<file path="config.mk">
export PLATFORM = sky130hd
export DESIGN_NAME = div_seq
export DESIGN_NICKNAME = d
export VERILOG_FILES = /design/src/rtl/div_seq.sv
export SDC_FILE = /design/constraint.sdc
export NUM_CORES = 1
export LEC_CHECK = 0
export ABC_AREA = 0
export CORE_MARGIN = 3
export CORE_UTILIZATION = 35
export CTS_CLUSTER_SIZE = 16
export DETAILED_ROUTE_END_ITERATION = 12
export GPL_ROUTABILITY_DRIVEN = 0
export MAX_ROUTING_LAYER = met4
export PLACE_DENSITY_LB_ADDON = 0.05
export SLEW_MARGIN = 10
export SYNTH_ARGS = -nofsm -noshare
export SYNTH_HDL_FRONTEND = slang
export SYNTH_SLANG_ARGS = --single-unit
</file>
<file path="constraint.sdc">
create_clock -name clk -period 5.4 [get_ports clk]
set_input_delay 1.08 -clock clk [delete_from_list [all_inputs] [get_ports clk]]
set_output_delay 1.08 -clock clk [all_outputs]
set_load 0.02 [all_outputs]
</file>
<file path="src/rtl/div_seq.sv">
`default_nettype none
// ============================================================================
// Module      : div_seq
// Description : Multi-cycle 32-bit restoring divider for the EX stage.
//               Handles signed (DIV) and unsigned (DIVU) division. One
//               quotient bit is produced per clock, so a divide takes
//               32 steps. A zero divisor takes a short path that returns 0.
//
// Ports       : clk          - single clock, rising edge
//               rst          - asynchronous reset, active low (0 = reset)
//               start_i      - divide request, held high until ready_o
//               annul_i      - flush: abandon the in-flight divide
//               signed_div_i - 1 = DIV (signed), 0 = DIVU (unsigned)
//               opdata1_i    - dividend
//               opdata2_i    - divisor
//               result_o     - {remainder[63:32], quotient[31:0]}, for HI/LO
//               ready_o      - result_o valid this cycle
//               stallreq_o   - pipeline stall request
//
// Revision    : 1.0 - initial release
// ============================================================================
module div_seq (
    input  logic        clk,
    input  logic        rst,
    input  logic        start_i,
    input  logic        annul_i,
    input  logic        signed_div_i,
    input  logic [31:0] opdata1_i,
    input  logic [31:0] opdata2_i,
    output logic [63:0] result_o,
    output logic        ready_o,
    output logic        stallreq_o
);

    // ------------------------------------------------------------------------
    // Constants
    // ------------------------------------------------------------------------
    localparam logic [1:0] c_ST_IDLE   = 2'd0;
    localparam logic [1:0] c_ST_BYZERO = 2'd1;
    localparam logic [1:0] c_ST_ON     = 2'd2;
    localparam logic [1:0] c_ST_END    = 2'd3;

    // Counter value during the 32nd (final) division step.
    localparam logic [5:0] c_LAST_STEP = 6'd31;

    // ------------------------------------------------------------------------
    // State and datapath registers
    // ------------------------------------------------------------------------
    logic [1:0]  state_q,   state_d;
    logic [5:0]  cnt_q,     cnt_d;
    // quo_q starts out holding the dividend magnitude; every step shifts one
    // dividend bit out of the top and one quotient bit in at the bottom.
    logic [31:0] quo_q,     quo_d;
    logic [31:0] rem_q,     rem_d;      // partial remainder
    logic [31:0] dvsr_q,    dvsr_d;     // divisor magnitude
    // Sign fix-ups decided at start time. They already include the
    // signed_div_i qualifier, so a DIVU never applies any negation.
    logic        quo_neg_q, quo_neg_d;
    logic        rem_neg_q, rem_neg_d;
    logic [63:0] result_q,  result_d;

    // ------------------------------------------------------------------------
    // Combinational helpers
    // ------------------------------------------------------------------------
    logic        w_start_ok;
    logic        w_dvsr_zero;
    logic        w_op1_neg;
    logic        w_op2_neg;
    logic [31:0] w_op1_mag;
    logic [31:0] w_op2_mag;
    logic [32:0] w_minuend;
    logic        w_ge;
    logic [31:0] w_diff;
    logic [31:0] w_quo_step;
    logic [31:0] w_rem_step;
    logic [31:0] w_quo_final;
    logic [31:0] w_rem_final;
    logic        w_last_step;
    logic        w_stall;

    assign w_start_ok  = start_i & ~annul_i;
    assign w_dvsr_zero = (opdata2_i == 32'd0);

    // Operand conditioning. Negating 0x80000000 yields 0x80000000 again,
    // which the unsigned datapath then reads correctly as 2^31.
    assign w_op1_neg = signed_div_i & opdata1_i[31];
    assign w_op2_neg = signed_div_i & opdata2_i[31];
    assign w_op1_mag = w_op1_neg ? (~opdata1_i + 32'd1) : opdata1_i;
    assign w_op2_mag = w_op2_neg ? (~opdata2_i + 32'd1) : opdata2_i;

    // One restoring step. The decision is a full 33-bit compare of the
    // shifted partial remainder against the divisor. When the compare
    // succeeds the true difference is below the divisor, so it fits in
    // 32 bits and the low-32-bit subtraction is exact.
    assign w_minuend  = {rem_q, quo_q[31]};
    assign w_ge       = (w_minuend >= {1'b0, dvsr_q});
    assign w_diff     = w_minuend[31:0] - dvsr_q;
    assign w_rem_step = w_ge ? w_diff : w_minuend[31:0];
    assign w_quo_step = {quo_q[30:0], w_ge};

    // Final sign restoration, 32-bit wrap-around (0x80000000 / -1 wraps
    // back to 0x80000000 with no overflow indication).
    assign w_quo_final = quo_neg_q ? (~w_quo_step + 32'd1) : w_quo_step;
    assign w_rem_final = rem_neg_q ? (~w_rem_step + 32'd1) : w_rem_step;

    assign w_last_step = (cnt_q == c_LAST_STEP);

    // ------------------------------------------------------------------------
    // FSM: state register
    // ------------------------------------------------------------------------
    always_ff @(posedge clk or negedge rst) begin
        if (!rst) begin
            state_q <= c_ST_IDLE;
        end else begin
            state_q <= state_d;
        end
    end

    // ------------------------------------------------------------------------
    // FSM: next-state logic
    // ------------------------------------------------------------------------
    always_comb begin
        state_d = state_q;
        case (state_q)
            c_ST_IDLE: begin
                if (w_start_ok) begin
                    state_d = w_dvsr_zero ? c_ST_BYZERO : c_ST_ON;
                end
            end
            c_ST_BYZERO: begin
                state_d = annul_i ? c_ST_IDLE : c_ST_END;
            end
            c_ST_ON: begin
                // A flush beats completion, even on the final step.
                if (annul_i) begin
                    state_d = c_ST_IDLE;
                end else if (w_last_step) begin
                    state_d = c_ST_END;
                end
            end
            c_ST_END: begin
                // Hold the result until EX drops its request; annul_i has
                // no effect here because the result is already committed.
                state_d = start_i ? c_ST_END : c_ST_IDLE;
            end
            default: begin
                state_d = c_ST_IDLE;
            end
        endcase
    end

    // ------------------------------------------------------------------------
    // Datapath next-value logic
    // ------------------------------------------------------------------------
    always_comb begin
        cnt_d     = cnt_q;
        quo_d     = quo_q;
        rem_d     = rem_q;
        dvsr_d    = dvsr_q;
        quo_neg_d = quo_neg_q;
        rem_neg_d = rem_neg_q;
        result_d  = result_q;
        case (state_q)
            c_ST_IDLE: begin
                if (w_start_ok && !w_dvsr_zero) begin
                    cnt_d     = 6'd0;
                    quo_d     = w_op1_mag;
                    rem_d     = 32'd0;
                    dvsr_d    = w_op2_mag;
                    quo_neg_d = w_op1_neg ^ w_op2_neg;
                    rem_neg_d = w_op1_neg;
                end
            end
            c_ST_BYZERO: begin
                result_d = 64'h0;
            end
            c_ST_ON: begin
                if (!annul_i) begin
                    cnt_d = cnt_q + 6'd1;
                    quo_d = w_quo_step;
                    rem_d = w_rem_step;
                    if (w_last_step) begin
                        result_d = {w_rem_final, w_quo_final};
                    end
                end
            end
            default: begin
                // END holds everything until the request is released.
            end
        endcase
    end

    // ------------------------------------------------------------------------
    // Datapath registers
    // ------------------------------------------------------------------------
    always_ff @(posedge clk or negedge rst) begin
        if (!rst) begin
            cnt_q     <= 6'd0;
            quo_q     <= 32'd0;
            rem_q     <= 32'd0;
            dvsr_q    <= 32'd0;
            quo_neg_q <= 1'b0;
            rem_neg_q <= 1'b0;
            result_q  <= 64'h0;
        end else begin
            cnt_q     <= cnt_d;
            quo_q     <= quo_d;
            rem_q     <= rem_d;
            dvsr_q    <= dvsr_d;
            quo_neg_q <= quo_neg_d;
            rem_neg_q <= rem_neg_d;
            result_q  <= result_d;
        end
    end

    // ------------------------------------------------------------------------
    // FSM: output logic
    // ------------------------------------------------------------------------
    always_comb begin
        w_stall = 1'b0;
        case (state_q)
            c_ST_IDLE:   w_stall = start_i;
            c_ST_BYZERO: w_stall = 1'b1;
            c_ST_ON:     w_stall = 1'b1;
            default:     w_stall = 1'b0;
        endcase
    end

    always_comb begin
        ready_o    = (state_q == c_ST_END);
        // The result bus is gated so HI/LO sees zero outside END.
        result_o   = ready_o ? result_q : 64'h0;
        // The state register already sits in IDLE during reset, but IDLE
        // passes start_i through; the stall request must be silenced too.
        stallreq_o = rst & w_stall;
    end

endmodule
`default_nettype wire

</file>
* Yosys cells after proc, flatten, opt, wreduce, memory -nomap -nowiden *
Cells that the tools add are included.

cells by class
  add/sub/neg operators = 6
  order comparisons = 1
  eq/ne operators = 9
  multiplexer cells = 26
  bitwise logic cells = 10
  reduce and logical (&&, ||, !) cells = 11

operators by type and width
  cell                     number
  $mux W32                 9
  $mux W64                 3
  $add A32 B1 Y32 const B  4
  $not A32 Y32             4
  $pmux W32 S2             2
  $pmux W64 S2             1
  $ge A33 B32 Y1           1
  $logic_not A32 Y1        1
  $sub A32 B32 Y32         1
  $mux W2                  6
  $mux W6                  2
  $pmux W6 S2              1
  $ne A2 B2 Y1 const B     4
  $pmux W2 S4              1
  $add A6 B1 Y6 const B    1
  $eq A6 B5 Y1 const B     1
  $reduce_and A3 Y1        2
  $and A1 B1 Y1            4
  $eq A2 B2 Y1 const B     2
  $reduce_and A2 Y1        2
  $reduce_bool A2 Y1       2
  $ne A3 B3 Y1 const B     1
  $eq A2 B1 Y1 const B     1
  $logic_not A2 Y1         1
  6 further kinds          6

storage, ports and cells
  register bits = 170

* Longest topological paths before layout *
  depth in word-level cells = 8
  gate-level depth with buffers = 22
  depth with buffers taken out = 18

* Worst setup path after synthesis *
OpenSTA, ideal clock, no wires.

  kind = register to register
  start point = register rem_q[8]
  end point = register result_q[62]
  data arrival time = 4340 ps
  data required time = 5269 ps
  setup slack = 929 ps
  cell stages (with the launch flop) = 22
  clock period less this slack = 4471 ps
  cell sequence = dfrtp_1 > ha_1 > buf_2 > nand4_2 > o31a_1 > o21a_2 > o211a_4 > nand2_2 > buf_6 > buf_6 > clkbuf_1 > nand2_1 > o21ai_0 > ha_1 > inv_1 > or4_1 > nor3_1 > a41o_1 > o211ai_1 > o41ai_1 > xor2_1 > o21ai_1

between the ends
  cells in the longest elaborated chain, start to end = 8
  elaborated cells between the ends (all ways) = 9
  those cells by class = add/sub: 2; order compare: 1; mux: 5; bitwise: 1

ends and longest elaborated chain
  item                                                       RTL line  text
  start: declaration                                         54        logic [31:0] rem_q, rem_d;
  start signal: assignment                                   208       rem_q <= rem_d;
  $sub A32 B32 Y32 / $ge A33 B32 Y1 (equally long branches)  97, 96
  $mux W32 *                                                 98        assign w_rem_step = w_ge ? w_diff : w_minuend[31:0];
  $not A32 Y32                                               104       assign w_rem_final = rem_neg_q ? (~w_rem_step + 32'd1) : w_rem_step;
  $add A32 B1 Y32                                            104
  $mux W32 *                                                 104
  $mux W64 *                                                 182       if (w_last_step) begin
  $mux W64 *                                                 178       if (!annul_i) begin
  $pmux W64 S2 *                                             163       case (state_q)
  end signal: assignment                                     212       result_q <= result_d;
  end: declaration                                           60        logic [63:0] result_q, result_d;

Mark *: on every way between the ends. The rest lies on a longest branch, timed or not. The select of a mux whose other input is x is not followed.
A chain may end at the register's enable or synchronous reset.

* Worst setup path in the final report *
  start point = register rem_q[24]
  end point = register result_q[58]

Same word-level chain as after synthesis.

==> run metrics <==
Fin Clk Skew=0.0134 ns; post-synthesis async set-or-reset flop share=100%; Post-Synthesis Cells=1600; sort of element at the end of the critical path=register; number of buffers created by CTS=17; post-detailed-route via-to-cell ratio=5.34; sequence of cells on the critical path=ha_1 -> nand4_1 -> nor3_1 -> o2111ai_1 -> o211a_4 -> nand2_2 -> inv_1 -> mux2i_1 -> ha_1 -> inv_1 -> or4_1 -> nor3_1 -> a41o_1 -> o211ai_1 -> o41ai_1 -> xnor2_1 -> o21ai_1; Port Buffer Count=134; switching power=0.00392 W; Placeable Area=0.0357 mm²; cell class contributing the biggest share of worst-path delay=simple AND/OR/NAND/NOR gates; Ports=135; Pre-antenna DRT Iters=5; required time at the endpoint of the critical path=5.70 ns; overflow left after global routing=0; routed wire length=39000 µm; mean cell area of the mapped netlist=7.93 µm²; cell-internal power=0.00400 W; cell with the largest stage delay on the worst path=sky130_fd_sc_hd__or4_1; delay of the slowest critical-path stage=0.57 ns; Layout Nets=1793; fraction of the yosys area taken by sequential cells=33.5%; number of max-cap violations=0; total power per unit cell area=530 mW/mm²; Multi-input gate area=0.00780 mm²; worst setup path category=reg -> reg; number of hold buffers added after cts=0; critical path startpoint category=register; most frequently used flop master after synthesis=sky130_fd_sc_hd__dfrtp_1; number of levels the H-tree was split into=4; critical path data arrival time=5.16 ns; power after layout=0.00793 W; number of core rows=69; buffer levels on the longest clock path=2; standby leakage power=6.12 nW; share of the clock period used by the worst path=89.9%; flops & latches, synth=170; fraction of the core area covered by cells at the end of the flow=41.9%; setup repair after global routing missed its margin=false; Synthesized Nets=1711; clock period minus final worst setup slack=4.86 ns; worst-margin pin slew=0.984 ns; number of sinks handled by clock tree synthesis=170; clock transition at the register clock pins on the worst setup and hold paths after CTS=0.07 ns; setup fix buffers added after clock tree synthesis=0; global-route wire length before repair=62200 µm; result of the run=finished, final reports clean; cell area after synthesis=0.0127 mm²; worst min-delay path class=reg -> reg; initial core utilization=35.6%; GRT Resource Usage Total=20.8%; sum of buffers and inverters on the critical path=2; final worst slack=0.544 ns; number of antenna violations at the first check in global routing=0; number of global-route vias before repair=10700; setup TNS=0 ns; Setup violations, final=0; area enclosed by the die boundary=0.0386 mm²; post-detailed-route count of antenna-violating nets=0; pin count of the biggest net entering global routing=77; register share of total power=28.7%; number of warnings printed during yosys synthesis=0; top achievable clock speed=0.206 GHz; CTS tree=built; Sequential cell area=0.00425 mm²; worst-case setup slack after placement=0.506 ns; count of fill cells added during filler insertion=3658; die height=196 µm; share of final-layout standard cells stronger than drive strength 1=5.84%; number of enable-type register cells in the synthesized netlist=0; Worst Hold Slack=0.472 ns; number of design-rule violations left by the first detailed-router iteration=710; hold violation total from the final report=0; detail-routed net length per standard cell=18.1 µm; largest fanout on the critical path=12; Unique masters post-synth=84; area overhead of the layout relative to synthesis=17.8%; HPWL after detailed placement=30200 µm; source-to-sink clock delay at the later pin of the worst-skew pair=0.44 ns; worst-case vdd ir drop=252 µV; share of total power in the clock network=15.9%; total count of max-transition violations in the final report=0; clock root buffer master=sky130_fd_sc_hd__clkbuf_16; detailed-route DRC error count=0; Die Span X=196 µm; Sw Ratio=49.5%; number of vias after detailed routing=11500; fraction of power consumed by combinational cells=55.5%; post-cts gate resize count=0; relative slew slack=34.4%
[cells in the mapped netlist (all sizes together) (4+ instances only)]
master,count,area (µm²)
a211o,4,35.0
a211oi,8,77.6
a21o,7,52.6
a21oi,125,659
a22o,6,52.6
a31oi,8,50.1
and2,71,445
and3,10,62.6
buf,39,229
clkbuf,56,210
dfrtp,170,4250
ha,41,513
inv,59,221
mux2i,16,160
nand2,239,902
nand2b,12,77.6
nand3,21,105
nand4,22,144
nand4b,4,50.1
nor2,108,408
nor2b,5,31.3
nor3,33,170
nor4,20,131
o211ai,9,67.6
o21a,10,76.3
o21ai,207,1050
o31a,7,61.3
o31ai,50,390
o41ai,12,120
or2,5,31.3
or3,23,144
or4,14,105
xnor2,65,577
xor2,71,622
[per-layer routing]
metal / GRT usage [%] / wire, µm / vias up
li1: - / - / 5809
met3: 2.65 / 1980 / 28
met4: 4.49 / 500 / 0
met1: 33.7 / 21600 / 5383
met2: 26.9 / 15000 / 292
met5: - / 0 / -
[cells in the final DEF, fill, tap and decap left out, types with 23 or more instances in the layout]
cell,n
sky130_fd_sc_hd__buf_4,24
sky130_fd_sc_hd__nor2_1,107
sky130_fd_sc_hd__o21ai_0,192
sky130_fd_sc_hd__xor2_1,71
sky130_fd_sc_hd__ha_1,39
sky130_fd_sc_hd__nand2_1,237
sky130_fd_sc_hd__a21oi_1,118
sky130_fd_sc_hd__dfrtp_1,170
sky130_fd_sc_hd__or3_1,23
sky130_fd_sc_hd__inv_1,59
sky130_fd_sc_hd__clkdlybuf4s50_1,133
sky130_fd_sc_hd__and2_1,69
sky130_fd_sc_hd__o31ai_1,47
sky130_fd_sc_hd__xnor2_1,64
sky130_fd_sc_hd__nor3_1,32
[final cells by class]
type                       count  share of cell area (%)
multi-input combinational   1276                    52.1
clock buffer                  19                    3.03
clock inverter                12                   0.853
inverter                      59                    1.48
timing repair buffer         158                    10.2
sequential                   170                    28.4
antenna                        1                  0.0167
tap                          461                    3.86
[path summary, 6_finish.rpt]
check	start	endpoint	slack [ns]	cells past startpoint
min in group asynchronous	rst	result_q[12]	0.51	1
max reg2reg	rem_q[24]	result_q[58]	0.54	17
max	rem_q[24]	result_q[58]	0.54	17
max in group asynchronous	rst	result_q[26]	3.41	3
min	result_q[38]	result_q[38]	0.47	2
min reg2reg	result_q[38]	result_q[38]	0.47	2
[power by group through the flow]
| stage | combinational [W] | clock, W | sequential (W) |
|---|---|---|---|
| after detailed placement | 0.00437 | 0 | 0.00229 |
| after global routing | 0.00493 | 0.00134 | 0.00235 |
| final | 0.00440 | 0.00126 | 0.00227 |
| after CTS | 0.00438 | 0.00129 | 0.00226 |
| after global placement | 0.00435 | 0 | 0.00228 |
| after floorplan | 0.00327 | 0 | 0.00205 |
[through the flow]
stage | instance area, µm² | std cells
floorplan | 12700 | 1600
finish | 15000 | 2156
global placement | 14400 | 2124
CTS | 15000 | 2155
detailed placement | 14400 | 2124
global route | 15000 | 2155
[state kept, by name, indices dropped and copies added (netlist names)]
signal     cells
result_q      64
dvsr_q        32
quo_q         32
rem_q         32
cnt_q          6
state_q        2
quo_neg_q      1
rem_neg_q      1
[kinds of logic (layout without fill, tap and decap cells)]
| group | count (synthesis) | in the layout | share of synthesized area, % |
|---|---|---|---|
| adders and majority gates | 42 | 42 | 4.20 |
| DFF | 170 | 170 | 33.5 |
| xor gates and xnor gates | 136 | 136 | 9.44 |
| muxes | 18 | 18 | 1.44 |
| buffers and inverters | 154 | 248 | 5.20 |
| AOI/OAI and AO/OA | 483 | 483 | 23.4 |
| and+or+nand+nor | 597 | 597 | 22.8 |
| other | 0 | 1 | 0 |
[worst register-to-register path, cell delays in order, from the launching register on]
cell and delay (ns):
sky130_fd_sc_hd__dfrtp_1 0.43, sky130_fd_sc_hd__ha_1 0.54, sky130_fd_sc_hd__nand4_1 0.23, sky130_fd_sc_hd__nor3_1 0.40, sky130_fd_sc_hd__o2111ai_1 0.21, sky130_fd_sc_hd__o211a_4 0.22
sky130_fd_sc_hd__nand2_2 0.14, sky130_fd_sc_hd__inv_1 0.08, sky130_fd_sc_hd__mux2i_1 0.23, sky130_fd_sc_hd__ha_1 0.23, sky130_fd_sc_hd__inv_1 0.08, sky130_fd_sc_hd__or4_1 0.57
sky130_fd_sc_hd__nor3_1 0.17, sky130_fd_sc_hd__a41o_1 0.18, sky130_fd_sc_hd__o211ai_1 0.26, sky130_fd_sc_hd__o41ai_1 0.54, sky130_fd_sc_hd__xnor2_1 0.17, sky130_fd_sc_hd__o21ai_1 0.07
Note: power is estimated with default switching activity, not from simulation.
==> RTL edit (same settings) <==
Add an input register stage for `signed_div_i`, with the module's reset; this delays it by one clock. The other inputs are not delayed to match.
--- a/src/rtl/div_seq.sv
+++ b/src/rtl/div_seq.sv
@@ -44,4 +44,14 @@
     localparam logic [5:0] c_LAST_STEP = 6'd31;
 
+    logic signed_div_q;
+
+    always_ff @(posedge clk or negedge rst) begin
+        if (!rst) begin
+            signed_div_q <= '0;
+        end else begin
+            signed_div_q <= signed_div_i;
+        end
+    end
+
     // ------------------------------------------------------------------------
     // State and datapath registers
@@ -84,6 +94,6 @@
     // Operand conditioning. Negating 0x80000000 yields 0x80000000 again,
     // which the unsigned datapath then reads correctly as 2^31.
-    assign w_op1_neg = signed_div_i & opdata1_i[31];
-    assign w_op2_neg = signed_div_i & opdata2_i[31];
+    assign w_op1_neg = signed_div_q & opdata1_i[31];
+    assign w_op2_neg = signed_div_q & opdata2_i[31];
     assign w_op1_mag = w_op1_neg ? (~opdata1_i + 32'd1) : opdata1_i;
     assign w_op2_mag = w_op2_neg ? (~opdata2_i + 32'd1) : opdata2_i;
Behaviour: same outputs for any inputs over 10 cycles, from zero or initial values and one cycle with rst low; that may be too few to reach the edited logic, so the function may still have changed.
==> RTL edit against the original RTL <==
Maximum frequency down 0.55%; first-iteration DRC count rose by 6.5%; count of clock-buffer cells in the layout up 1; routed wire length grew 2.5%; via count rose by 2.4%; area after synthesis is essentially flat; cell area increased by 1.4%; utilization is 0.60 points higher; worst hold slack is essentially flat; highest routed layer unchanged; die area hardly changed; synthesized cell count grew 2.3%; worst setup slack got worse by 0.027 ns; total power decreased by 12%; sequential cell count rose by 1; critical endpoint unchanged.
==> RTL edit: results <==
[sta]
tightest_slew_ns = 0.949
final.setup_skew_ns = 0.0117

[power]
ir_drop_v = 0.000241
power_leakage_uw = 0.00634
p_comb_share_pct = 51.5
pg_clk_uw = 1290
swShare_pct = 46.9

[cells_and_area]
drive_gt1_share_pct = 5.80
num_antenna_cells = 0
largest_reg_flops = 64
fillers = 3722
regMostFlops = "result_q"
num-nets-final = 1839

[cts]
cts_resized = 0
htree_levels = 4
post_cts_buffers = 0
clkTransAtPathRegs_ns = 0.07
cts_root_buf = "clkbuf_16"
clock_path_buffers = 2
numCtsBuffers = 17
clock_latency_ns = 0.44

[setup_path]
cp_top_family = "simple AND/OR/NAND/NOR gates"
crit_fanout = 36
cp.arrival_ns = 5.21
cp_slowest_cell = "or4_1"
crit_path_max_incr_delay_ns = 0.54

[global_routing]
track_usage_pct = 21.2
grt_pass1_wl_mm = 63.1
grt_max_degree = 72
antenna_found_initial = 0
gr-total-overflow = 0
grt_pass1_vias = 10900

[route]
first_pass_iters = 5
vias = 11800
drt-initial-drc-count = 756
routedWlPerCell_um = 18.2

[placement]
place_ws_ns = 0.0955
hpwl_mm = 30.8
post_dp_cell_area_sq_um = 14600
port-buffer-count = 134

[yosys]
async_flop_share_pct = 100
syn_nets = 1748
ys_seq_area_share_pct = 33.7
ys.flop_type = "dfrtp_1"
synth.top_cells.by_count = "299 x nand2_1, 208 x o21ai_0, 171 x dfrtp_1"
yosys-top-cells-area = "dfrtp_1 34%, nand2_1 8.8%, o21ai_0 8.2%"
yosysWarnings = 0
synth_cell_type_count = 78

[min_path]
hp-class = "reg2reg"

[status]
status = "finished clean"
## RTL edit: cell types whose count changed in the layout (fill, tap and decap cells not counted), sizes merged, moves of 6 or more
cell,delta
nand2,+60
buf,+15
o21ai,+8
or4,-6
a21oi,-10
or3,-10
nor2,-27
o31ai,-7
## RTL edit: routing by layer
metal	routed length [um]	track usage, %
met1	22000	34.5
met2	15300	27.3
met3	2320	3.09
met4	393	3.72
met5	0	-
## RTL edit: final timing paths
check	startpoint	endpoint	slack [ns]	cells after the start
max in group asynchronous	rst	rem_q[24]$_DFFE_PN0P_	3.50	2
worst max register to register	rem_q[2]$_DFFE_PN0P_	result_q[58]$_DFFE_PN0P_	0.52	20
worst max-delay path	rem_q[2]$_DFFE_PN0P_	result_q[58]$_DFFE_PN0P_	0.52	20
worst min register to register	result_q[46]$_DFFE_PN0P_	result_q[46]$_DFFE_PN0P_	0.47	2
min in group asynchronous	rst	result_q[9]$_DFFE_PN0P_	0.58	1
worst min-delay path	result_q[46]$_DFFE_PN0P_	result_q[46]$_DFFE_PN0P_	0.47	2
## RTL edit: metrics by stage
step,hold WS [ns],instances,total power (uW),utilization (%)
after CTS,0.481,2201,7000,42.6
after global routing,0.499,2201,7540,42.6
after floorplan,0.441,1637,4460,-
after detailed placement,0.464,2170,5700,40.9
after global placement,0.457,2170,5660,40.9
final,0.472,2201,6980,42.6
## RTL edit: kinds of logic (layout without fill, tap and decap cells)
| logic type | Yosys count | count (layout) | synth area share [%] |
|---|---|---|---|
| buf+inv | 161 | 264 | 4.95 |
| xor+xnor | 138 | 138 | 9.52 |
| compound gates | 478 | 478 | 22.6 |
| flops | 171 | 171 | 33.7 |
| fa+ha+maj | 42 | 42 | 4.20 |
| simple gates | 629 | 629 | 23.6 |
| mux | 18 | 18 | 1.48 |
## RTL edit: cell type report
cell class / instances / area [sq um] / share of cell area, %
Clock inverter: 11 / 136 / 0.899
Clock buffer: 20 / 457 / 3.01
Multi-Input combinational cell: 1305 / 7810 / 51.5
Inverter: 60 / 228 / 1.50
Tap cell: 461 / 577 / 3.80
Sequential cell: 171 / 4280 / 28.2
Timing Repair Buffer: 173 / 1690 / 11.1
## RTL edit: worst reg2reg max path, cell delays in order, from the launching register on
cell,delay [ns]
dfrtp_1,0.44
ha_1,0.45
nand4_1,0.20
or4b_1,0.49
or4_1,0.54
nand4_2,0.16
or2_1,0.25
buf_4,0.42
nand2_1,0.11
nand2_1,0.12
inv_1,0.08
ha_1,0.21
nand2_1,0.10
nor4_1,0.06
nand4_1,0.15
nor3_1,0.08
a31o_2,0.29
nand3_1,0.16
o21ai_0,0.12
xor2_1,0.17
a22o_1,0.19
